**config.mk**
```make
export PLATFORM = sky130hd
export DESIGN_NAME = ame_num_approx_pipe
export DESIGN_NICKNAME = d
export VERILOG_FILES = /design/src/rtl/ame_approx_pkg.sv /design/src/rtl/ame_lzd.sv /design/src/rtl/ame_num_approx_pipe.sv
export SDC_FILE = /design/constraint.sdc
export NUM_CORES = 2
export LEC_CHECK = 0
export CORE_MARGIN = 4
export CORE_UTILIZATION = 32
export DETAILED_ROUTE_END_ITERATION = 6
export GPL_ROUTABILITY_DRIVEN = 0
export SLEW_MARGIN = 10
export SYNTH_ARGS = -nofsm -noshare
export SYNTH_HDL_FRONTEND = slang
export SYNTH_SLANG_ARGS = --single-unit
```
**constraint.sdc**
```tcl
create_clock -name clk_i -period 59.3 [get_ports clk_i]
set_clock_uncertainty 0.2 [all_clocks]
set_input_delay 11.86 -clock clk_i [delete_from_list [all_inputs] [get_ports clk_i]]
set_output_delay 11.86 -clock clk_i [all_outputs]
set_load 0.01 [all_outputs]
```
**src/rtl/ame_approx_pkg.sv**
```systemverilog
// Shared constants and lane result type for the AME number approximator.
// Build option AME_APPROX_ROUND_EN selects round-to-nearest instead of truncation.
package ame_approx_pkg;

  localparam int unsigned AME_DATA_BITS = 64;
  localparam int unsigned AME_MANT_BITS = 4;
  localparam int unsigned AME_EXP_BITS  = $clog2(AME_DATA_BITS);

  function automatic int unsigned ame_exp_bits(input int unsigned data_bits);
    return $clog2(data_bits);
  endfunction

  typedef struct packed {
    logic [AME_DATA_BITS-1:0] data;
    logic [AME_MANT_BITS-1:0] mant;
    logic [AME_EXP_BITS-1:0]  exp;
    logic                     sign;
    logic                     zero;
  } ame_lane_res_t;

endpackage

```
**src/rtl/ame_lzd.sv**
```systemverilog
// Combinational leading-one detector: position of the highest set bit plus zero flag.
module ame_lzd
  import ame_approx_pkg::*;
#(
  parameter int unsigned DATA_BITS = AME_DATA_BITS,
  parameter int unsigned POS_BITS  = ame_exp_bits(DATA_BITS)
) (
  input  logic [DATA_BITS-1:0] i_val,
  output logic [POS_BITS-1:0]  o_pos,
  output logic                 o_zero
);

  always_comb begin
    o_pos = '0;
    for (int unsigned i = 0; i < DATA_BITS; i++) begin
      if (i_val[i]) o_pos = POS_BITS'(i);
    end
  end

  assign o_zero = (i_val == '0);

endmodule

```
**src/rtl/ame_num_approx_pipe.sv**
```systemverilog
// Multi-lane two-stage number approximator with valid/ready backpressure.
// Define AME_APPROX_ROUND_EN for round-to-nearest; default build truncates.
module ame_num_approx_pipe
  import ame_approx_pkg::*;
#(
  parameter int unsigned DATA_BITS = AME_DATA_BITS,
  parameter int unsigned MANT_BITS = AME_MANT_BITS,
  parameter int unsigned LANES     = 4,
  parameter int unsigned EXP_BITS  = ame_exp_bits(DATA_BITS)
) (
  input  logic                          clk_i,
  input  logic                          rst_i,
  input  logic                          in_valid_i,
  output logic                          in_ready_o,
  input  logic [LANES*DATA_BITS-1:0]    in_data_i,
  output logic                          out_valid_o,
  input  logic                          out_ready_i,
  output logic [LANES*DATA_BITS-1:0]    out_data_o,
  output logic [LANES*MANT_BITS-1:0]    out_mant_o,
  output logic [LANES*EXP_BITS-1:0]     out_exp_o,
  output logic [LANES-1:0]              out_sign_o,
  output logic [LANES-1:0]              out_zero_o
);

  logic r1_valid;
  logic r2_valid;
  logic w_s2_adv;
  logic w_s1_load;
  logic w_s2_load;

  // Stage 2 can take a new beat when empty or when its beat leaves this cycle.
  assign w_s2_adv    = !r2_valid | out_ready_i;
  assign w_s2_load   = r1_valid & w_s2_adv;
  assign in_ready_o  = !r1_valid | w_s2_load;
  assign w_s1_load   = in_valid_i & in_ready_o;
  assign out_valid_o = r2_valid;

  always_ff @(posedge clk_i or posedge rst_i) begin
    if (rst_i) begin
      r1_valid <= 1'b0;
      r2_valid <= 1'b0;
    end else begin
      if (in_ready_o) r1_valid <= in_valid_i;
      if (w_s2_adv)   r2_valid <= r1_valid;
    end
  end

  for (genvar k = 0; k < LANES; k++) begin : g_lane
    logic [DATA_BITS-1:0] w_x;
    logic [DATA_BITS-1:0] w_u;
    logic [EXP_BITS-1:0]  w_pos;
    logic                 w_zero;

    logic [DATA_BITS-1:0] r1_u;
    logic [EXP_BITS-1:0]  r1_pos;
    logic                 r1_zero;
    logic                 r1_sign;

    logic [EXP_BITS-1:0]  w_sh;
    logic [MANT_BITS-1:0] w_q;
    logic [MANT_BITS:0]   w_sum;
    logic [MANT_BITS-1:0] w_mant;
    logic [EXP_BITS-1:0]  w_exp;
    logic [DATA_BITS-1:0] w_data;

    logic [DATA_BITS-1:0] r2_data;
    logic [MANT_BITS-1:0] r2_mant;
    logic [EXP_BITS-1:0]  r2_exp;
    logic                 r2_sign;
    logic                 r2_zero;

    assign w_x = in_data_i[k*DATA_BITS +: DATA_BITS];
    assign w_u = w_x[DATA_BITS-1] ? ('0 - w_x) : w_x;

    ame_lzd #(
      .DATA_BITS (DATA_BITS),
      .POS_BITS  (EXP_BITS)
    ) u_lzd (
      .i_val  (w_u),
      .o_pos  (w_pos),
      .o_zero (w_zero)
    );

    always_ff @(posedge clk_i or posedge rst_i) begin
      if (rst_i) begin
        r1_u    <= '0;
        r1_pos  <= '0;
        r1_zero <= 1'b0;
        r1_sign <= 1'b0;
      end else if (w_s1_load) begin
        r1_u    <= w_u;
        r1_pos  <= w_pos;
        r1_zero <= w_zero;
        r1_sign <= w_x[DATA_BITS-1];
      end
    end

    always_comb begin
      w_sh   = '0;
      w_q    = '0;
      w_sum  = '0;
      w_mant = '0;
      w_exp  = '0;
      w_data = '0;
      if (r1_zero) begin
        w_data = '0;
      end else if (r1_pos < EXP_BITS'(MANT_BITS)) begin
        w_mant = r1_u[MANT_BITS-1:0];
        w_data = r1_u;
      end else begin
        w_sh  = r1_pos - EXP_BITS'(MANT_BITS - 1);
        w_q   = MANT_BITS'(r1_u >> w_sh);
        w_sum = {1'b0, w_q};
`ifdef AME_APPROX_ROUND_EN
        w_sum = w_sum + (MANT_BITS+1)'(r1_u[w_sh - EXP_BITS'(1)]);
`endif
        // Mantissa overflow renormalises to 100..0 with one more shift.
        if (w_sum[MANT_BITS]) begin
          w_mant = {1'b1, {(MANT_BITS-1){1'b0}}};
          w_exp  = w_sh + EXP_BITS'(1);
        end else begin
          w_mant = w_sum[MANT_BITS-1:0];
          w_exp  = w_sh;
        end
        w_data = DATA_BITS'(w_mant) << w_exp;
      end
    end

    always_ff @(posedge clk_i or posedge rst_i) begin
      if (rst_i) begin
        r2_data <= '0;
        r2_mant <= '0;
        r2_exp  <= '0;
        r2_sign <= 1'b0;
        r2_zero <= 1'b0;
      end else if (w_s2_load) begin
        r2_data <= w_data;
        r2_mant <= w_mant;
        r2_exp  <= w_exp;
        r2_sign <= r1_sign;
        r2_zero <= r1_zero;
      end
    end

    assign out_data_o[k*DATA_BITS +: DATA_BITS] = r2_data;
    assign out_mant_o[k*MANT_BITS +: MANT_BITS] = r2_mant;
    assign out_exp_o[k*EXP_BITS +: EXP_BITS]    = r2_exp;
    assign out_sign_o[k]                        = r2_sign;
    assign out_zero_o[k]                        = r2_zero;
  end

endmodule

```
After elaboration in Yosys (flattened, before gate mapping). Index checks and enable logic that the tools add are counted.

Register bits: 594. Latch bits: 0. Bits in writable memories: 0. Memory bits (read-only): 0. Bits of input ports: 260. Output and inout bits: 306. Word-level logic and storage cells: 364. Memories: 0.

Add/sub/neg operators: 8. Multipliers: 0. Divide/modulo/power cells: 0. $lt $le $gt $ge: 4. Equal/unequal tests: 0. Shift operators: 8. Mux-type cells: 296. Bitwise gates (word level): 4. Reduce and logical (&&, ||, !) cells: 6.

Operator list (number): two-way mux 6 bit (144); two-way mux 64 bit (12); two-way mux 5 bit (64); zero test 64 bit (4); << shifter 4 x 6 -> 64 bit (4); >> shifter 64 x 6 -> 4 bit (4); subtractor 1 x 64 -> 64 bit, first input constant (4); two-way mux 4 bit (48); two-way mux 3 bit (16); < comparator 6 x 3 -> 1 bit, second input constant (4); subtractor 6 x 2 -> 6 bit, second input constant (4); two-way mux 2 bit (8); two-way mux 1 bit (4); bitwise AND 1 bit (2); zero test 1 bit (2); bitwise OR 1 bit (2).

Depth between registers and ports, before layout.
Depth after elaboration: 65. Depth in mapped cells: 16. Mapped depth without buffers: 12.

Modules after synthesis. From an unflattened synthesis, not the netlist that was laid out.

Cells, all modules: 4737. Area total of the unflattened synthesis: 41800.1 um^2.

By module, submodules not included: ame_num_approx_pipe (times used 1, cells each 4153, area each 38471.9 um^2, sequential area each 14864.3 um^2); ame_lzd (times used 4, cells each 146, area each 832.0 um^2, sequential area each 0.0 um^2).

Worst setup path after synthesis. Ideal clock, no wire load.

Kind: input to output. From: input out_ready_i. To: output in_ready_o. Arrival time: 12.084 ns. Required time: 47.240 ns. Setup slack: 35.156 ns. Stages: 1. Path buffers: 0. Path through: nand3b_1.

Longest elaborated chain between the ends: 3.

Ends and longest elaborated chain: start: declaration (line ame_num_approx_pipe.sv:17) `input logic out_ready_i,`; bitwise OR 1 bit (line ame_num_approx_pipe.sv:32) `assign w_s2_adv = !r2_valid | out_ready_i;`; bitwise AND 1 bit (line ame_num_approx_pipe.sv:33) `assign w_s2_load = r1_valid & w_s2_adv;`; bitwise OR 1 bit (line ame_num_approx_pipe.sv:34) `assign in_ready_o = !r1_valid | w_s2_load;`; end: declaration (line ame_num_approx_pipe.sv:14) `output logic in_ready_o,`.

Every way passes these cells.

Final worst setup path. Ends and elaborated chain as after synthesis.

==> flow_metrics.py <==
metrics = {
    "grt": {
        "track_usage_pct": 23.7,
        "grt_overflow": 0,
        "antenna_found_initial": 13,
        "grt_pass1_wl_um": 280000,
        "grt_start_max_net_pins": 149,
        "grt_pass1_vias": 42889,
    },
    "worst_setup_path": {
        "rrSetupSlack_ns": 53.35,
        "crit_slowest_cell": "clkdlybuf4s50_1",
        "critical_path_required_ns": 47.24,
        "worst-setup-path-type": "in2out",
        "worst_path_most_repeated_cell": "clkdlybuf4s50_1",
        "crit_fanout": 4,
        "crit_path_end_kind": "output pin",
        "slowest_delay_ns": 0.59,
        "start_kind": "input port",
        "crit_chain": "clkdlybuf4s50_1 -> nand3b_1 -> clkdlybuf4s50_1",
        "path_buf_inv": 2,
        "worstPathArrival_ns": 13.14,
        "cp_top_family": "buffers and inverters",
    },
    "logic_synthesis": {
        "ys_top_cells_by_area": "dfrtp_1 32%, mux4_2 11%, o21ai_0 6.9%",
        "synth_ff_type": "dfrtp_1",
        "syn_area_mm2": 0.0460,
        "synthAdderAreaFrac_pct": 0.326,
        "yosys_warnings": 0,
        "syn_nets": 5540,
        "yosysSeqAreaShare_pct": 32.3,
        "synth_compound_area_share_pct": 23.7,
        "synth_xor_xnor_area_share_pct": 5.33,
        "synth_top_area_cell": "dfrtp_1",
        "yosysMostFrequentCell": "nand2_1",
        "ys_ff_latch": 594,
        "syn_avg_cell_area_um2": 8.74,
        "synth_mux_area_share_pct": 15.4,
        "ys_types": 95,
        "synth_top_area_share_pct": 32.3,
        "synthArstFlopShare_pct": 100,
        "synth_edf_count": 0,
        "synth_cells": 5268,
        "yosys-top-cells-count": "786 x nand2_1, 639 x o21ai_0, 594 x dfrtp_1",
        "synthSimpleGateAreaFrac_pct": 18.4,
        "synth_top_family_by_area": "compound AO/OA/AOI/OAI gates",
    },
    "sta": {
        "setup_violations": 0,
        "slew_viol_final": 0,
        "max_slew_margin_pct": 19.5,
        "hold_violations": 0,
        "fin_setup_tns_ns": 0,
        "fin_ws_ns": 34.10,
        "min_period_ns": 25.20,
        "finalCritPeriodShare_pct": 42.5,
        "tightest_slew_ns": 1.21,
        "fmax_ghz": 0.0397,
        "rsz0062_at_grt": "false",
    },
    "placed_design": {
        "post-dp-hpwl_um": 142000,
        "io_buffer_count": 565,
        "post-place-ws_ns": 34.10,
    },
    "route": {
        "routedWlPerCell_um": 24.8,
        "wirelength_um": 186000,
        "drt-pass1-iter-count": 7,
        "vias_per_cell": 6.13,
        "drtAntennaViolNets": 0,
        "vias": 45865,
        "drt_iter0_drc": 6174,
        "drc": 15,
    },
    "floorplanning": {
        "io_pins": 566,
        "die-height_um": 387,
        "core_region_area_mm2": 0.142,
        "rows": 138,
        "dieWidth_um": 387,
        "dieArea_mm2": 0.150,
        "initial_core_util_pct": 32.4,
    },
    "cts": {
        "path_clk_slew_ns": 0.06,
        "cts_buffer_depth": 3,
        "post-cts-setup-buffers": 0,
        "cts_tree": "built",
        "clk_latency_ns": 0.65,
        "h-tree-depth": 3,
        "cts_hold_buf": 0,
        "cts.sinks": 594,
        "cts-resized-gates": 0,
        "clockRootBuffer": "clkbuf_16",
        "cts_inserted_buffers": 72,
    },
    "finish": {
        "area_growth_pct": 20.9,
        "fin_nets": 5810,
        "final_util_pct": 39.1,
        "layout-drive-gt1-share_pct": 10.2,
    },
    "power_and_ir_drop": {
        "total_power_mw": 1.69,
        "p_leak_nw": 21.1,
        "powerDensity_mw_per_mm2": 30.3,
        "vdd.ir_drop.worst_v": 0.0000201,
    },
    "status": {
        "violations": "design-rule violations",
        "outcome": "finished, violations left",
    },
    "job": {
        "maxCapViolCount": 0,
    },
    "hold_path": {
        "min_path_type": "reg2reg",
    },
}
## area by class of cell
type,count,area [um2]
repair buffers,648,6280
diodes,7,17.5
clock buffers,98,2110
multi-input cells,4136,29300
flip-flops and latches,594,14900
clock inverters,29,415
well taps,1890,2360
inverters,86,330
fillers,14237,86600
## worst reg2reg max path, cell delays in order (launching register included)
cell	delay [ns]
dfrtp_2	0.38
buf_4	0.56
a21oi_1	0.32
xnor2_2	0.67
buf_4	0.39
mux4_2	0.54
mux4_2	0.51
and3_1	0.20
a221oi_1	0.74
nor2_1	0.07
a21oi_1	0.91
o21ai_0	0.27
## per-layer routing
metal	vias to the layer above	routed length [um]	global-route usage, %
li1	20588	-	-
met1	22433	80500	33.7
met2	2455	80800	35.5
met3	385	18300	5.47
met4	4	6240	7.43
met5	-	29	0
## registers in the layout, summed over array words and instances, names as in the netlist
register and cells:
g_lane.r2_exp 24, g_lane.r1_zero 4, g_lane.r2_zero 4, g_lane.r1_pos 24
g_lane.r1_u 256, g_lane.r2_sign 4, r1_valid 1, out_valid_o 1
g_lane.r1_sign 4, g_lane.r2_mant 16, g_lane.r2_data 256
## path summary, 6_finish.rpt
check | cells after the start | from | endpoint
setup / recovery | 3 | out_ready_i | in_ready_o
hold / removal | 2 | g_lane[0].r1_sign | g_lane[0].r2_sign
setup reg to reg | 11 | g_lane[2].r1_pos[0] | g_lane[2].r2_data[54]
hold reg to reg | 2 | g_lane[0].r1_sign | g_lane[0].r2_sign
max in group asynchronous | 5 | rst_i | g_lane[1].r1_u[36]
min in group asynchronous | 2 | rst_i | g_lane[0].r2_mant[2]
## power breakdown
| group | switching, mW | total (mW) | leakage, nW | internal [mW] |
|---|---|---|---|---|
| logic | 0.369 | 0.666 | 12.2 | 0.297 |
| registers | 0.0892 | 0.547 | 7.62 | 0.458 |
| clock network | 0.187 | 0.476 | 1.23 | 0.289 |
| total | 0.645 | 1.69 | 21.1 | 1.04 |
## per-stage QoR
step,cell area [um2],hold WS [ns],instances
5_1_grt,55600,0.300,7485
6_report,55600,0.274,7488
2_1_floorplan,46000,0.239,5268
4_1_cts,55600,0.274,7481
3_3_place_gp,53100,0.256,7354
3_5_place_dp,53100,0.258,7354
## cell families (layout without fill, tap and decap cells)
logic type / count (synthesis) / count (layout)
fa+ha+maj: 12 / 12
mux: 429 / 429
simple gates: 1766 / 1766
compound gates: 1649 / 1649
flops: 594 / 594
xor+xnor: 280 / 280
other cells: 0 / 7
buf+inv: 538 / 861
## placed cells by master, fill, tap and decap left out, types with 22 or more instances in the layout
| master | netlist | routed |
|---|---|---|
| nand2_1 | 786 | 784 |
| o21ai_0 | 639 | 639 |
| dfrtp_1 | 594 | 590 |
| clkdlybuf4s50_1 | 0 | 561 |
| nor2_1 | 258 | 256 |
| mux4_2 | 220 | 220 |
| a22oi_1 | 193 | 193 |
| xor2_1 | 180 | 175 |
| mux2i_1 | 165 | 165 |
| a21oi_1 | 154 | 154 |
| nand3_1 | 127 | 127 |
| nor3_1 | 114 | 114 |
| xnor2_1 | 100 | 92 |
| o31ai_1 | 86 | 86 |
| inv_1 | 82 | 81 |
| buf_4 | 8 | 81 |
| nor4_1 | 82 | 78 |
| clkbuf_16 | 0 | 77 |
| a31oi_1 | 59 | 59 |
| nand2b_1 | 56 | 56 |
| o41ai_1 | 56 | 56 |
| nand4_1 | 52 | 52 |
| or3_1 | 48 | 48 |
| or4_1 | 47 | 47 |
| mux2_2 | 43 | 43 |
| a222oi_1 | 38 | 38 |
| a211oi_1 | 37 | 37 |
| or2_2 | 33 | 33 |
| o211ai_1 | 32 | 32 |
| a21o_1 | 30 | 30 |
| and3_1 | 29 | 29 |
| a32o_1 | 29 | 29 |
| nor2b_1 | 26 | 26 |
| a32oi_1 | 25 | 25 |
| o21a_1 | 22 | 22 |
(Power assumes the default switching activity.)
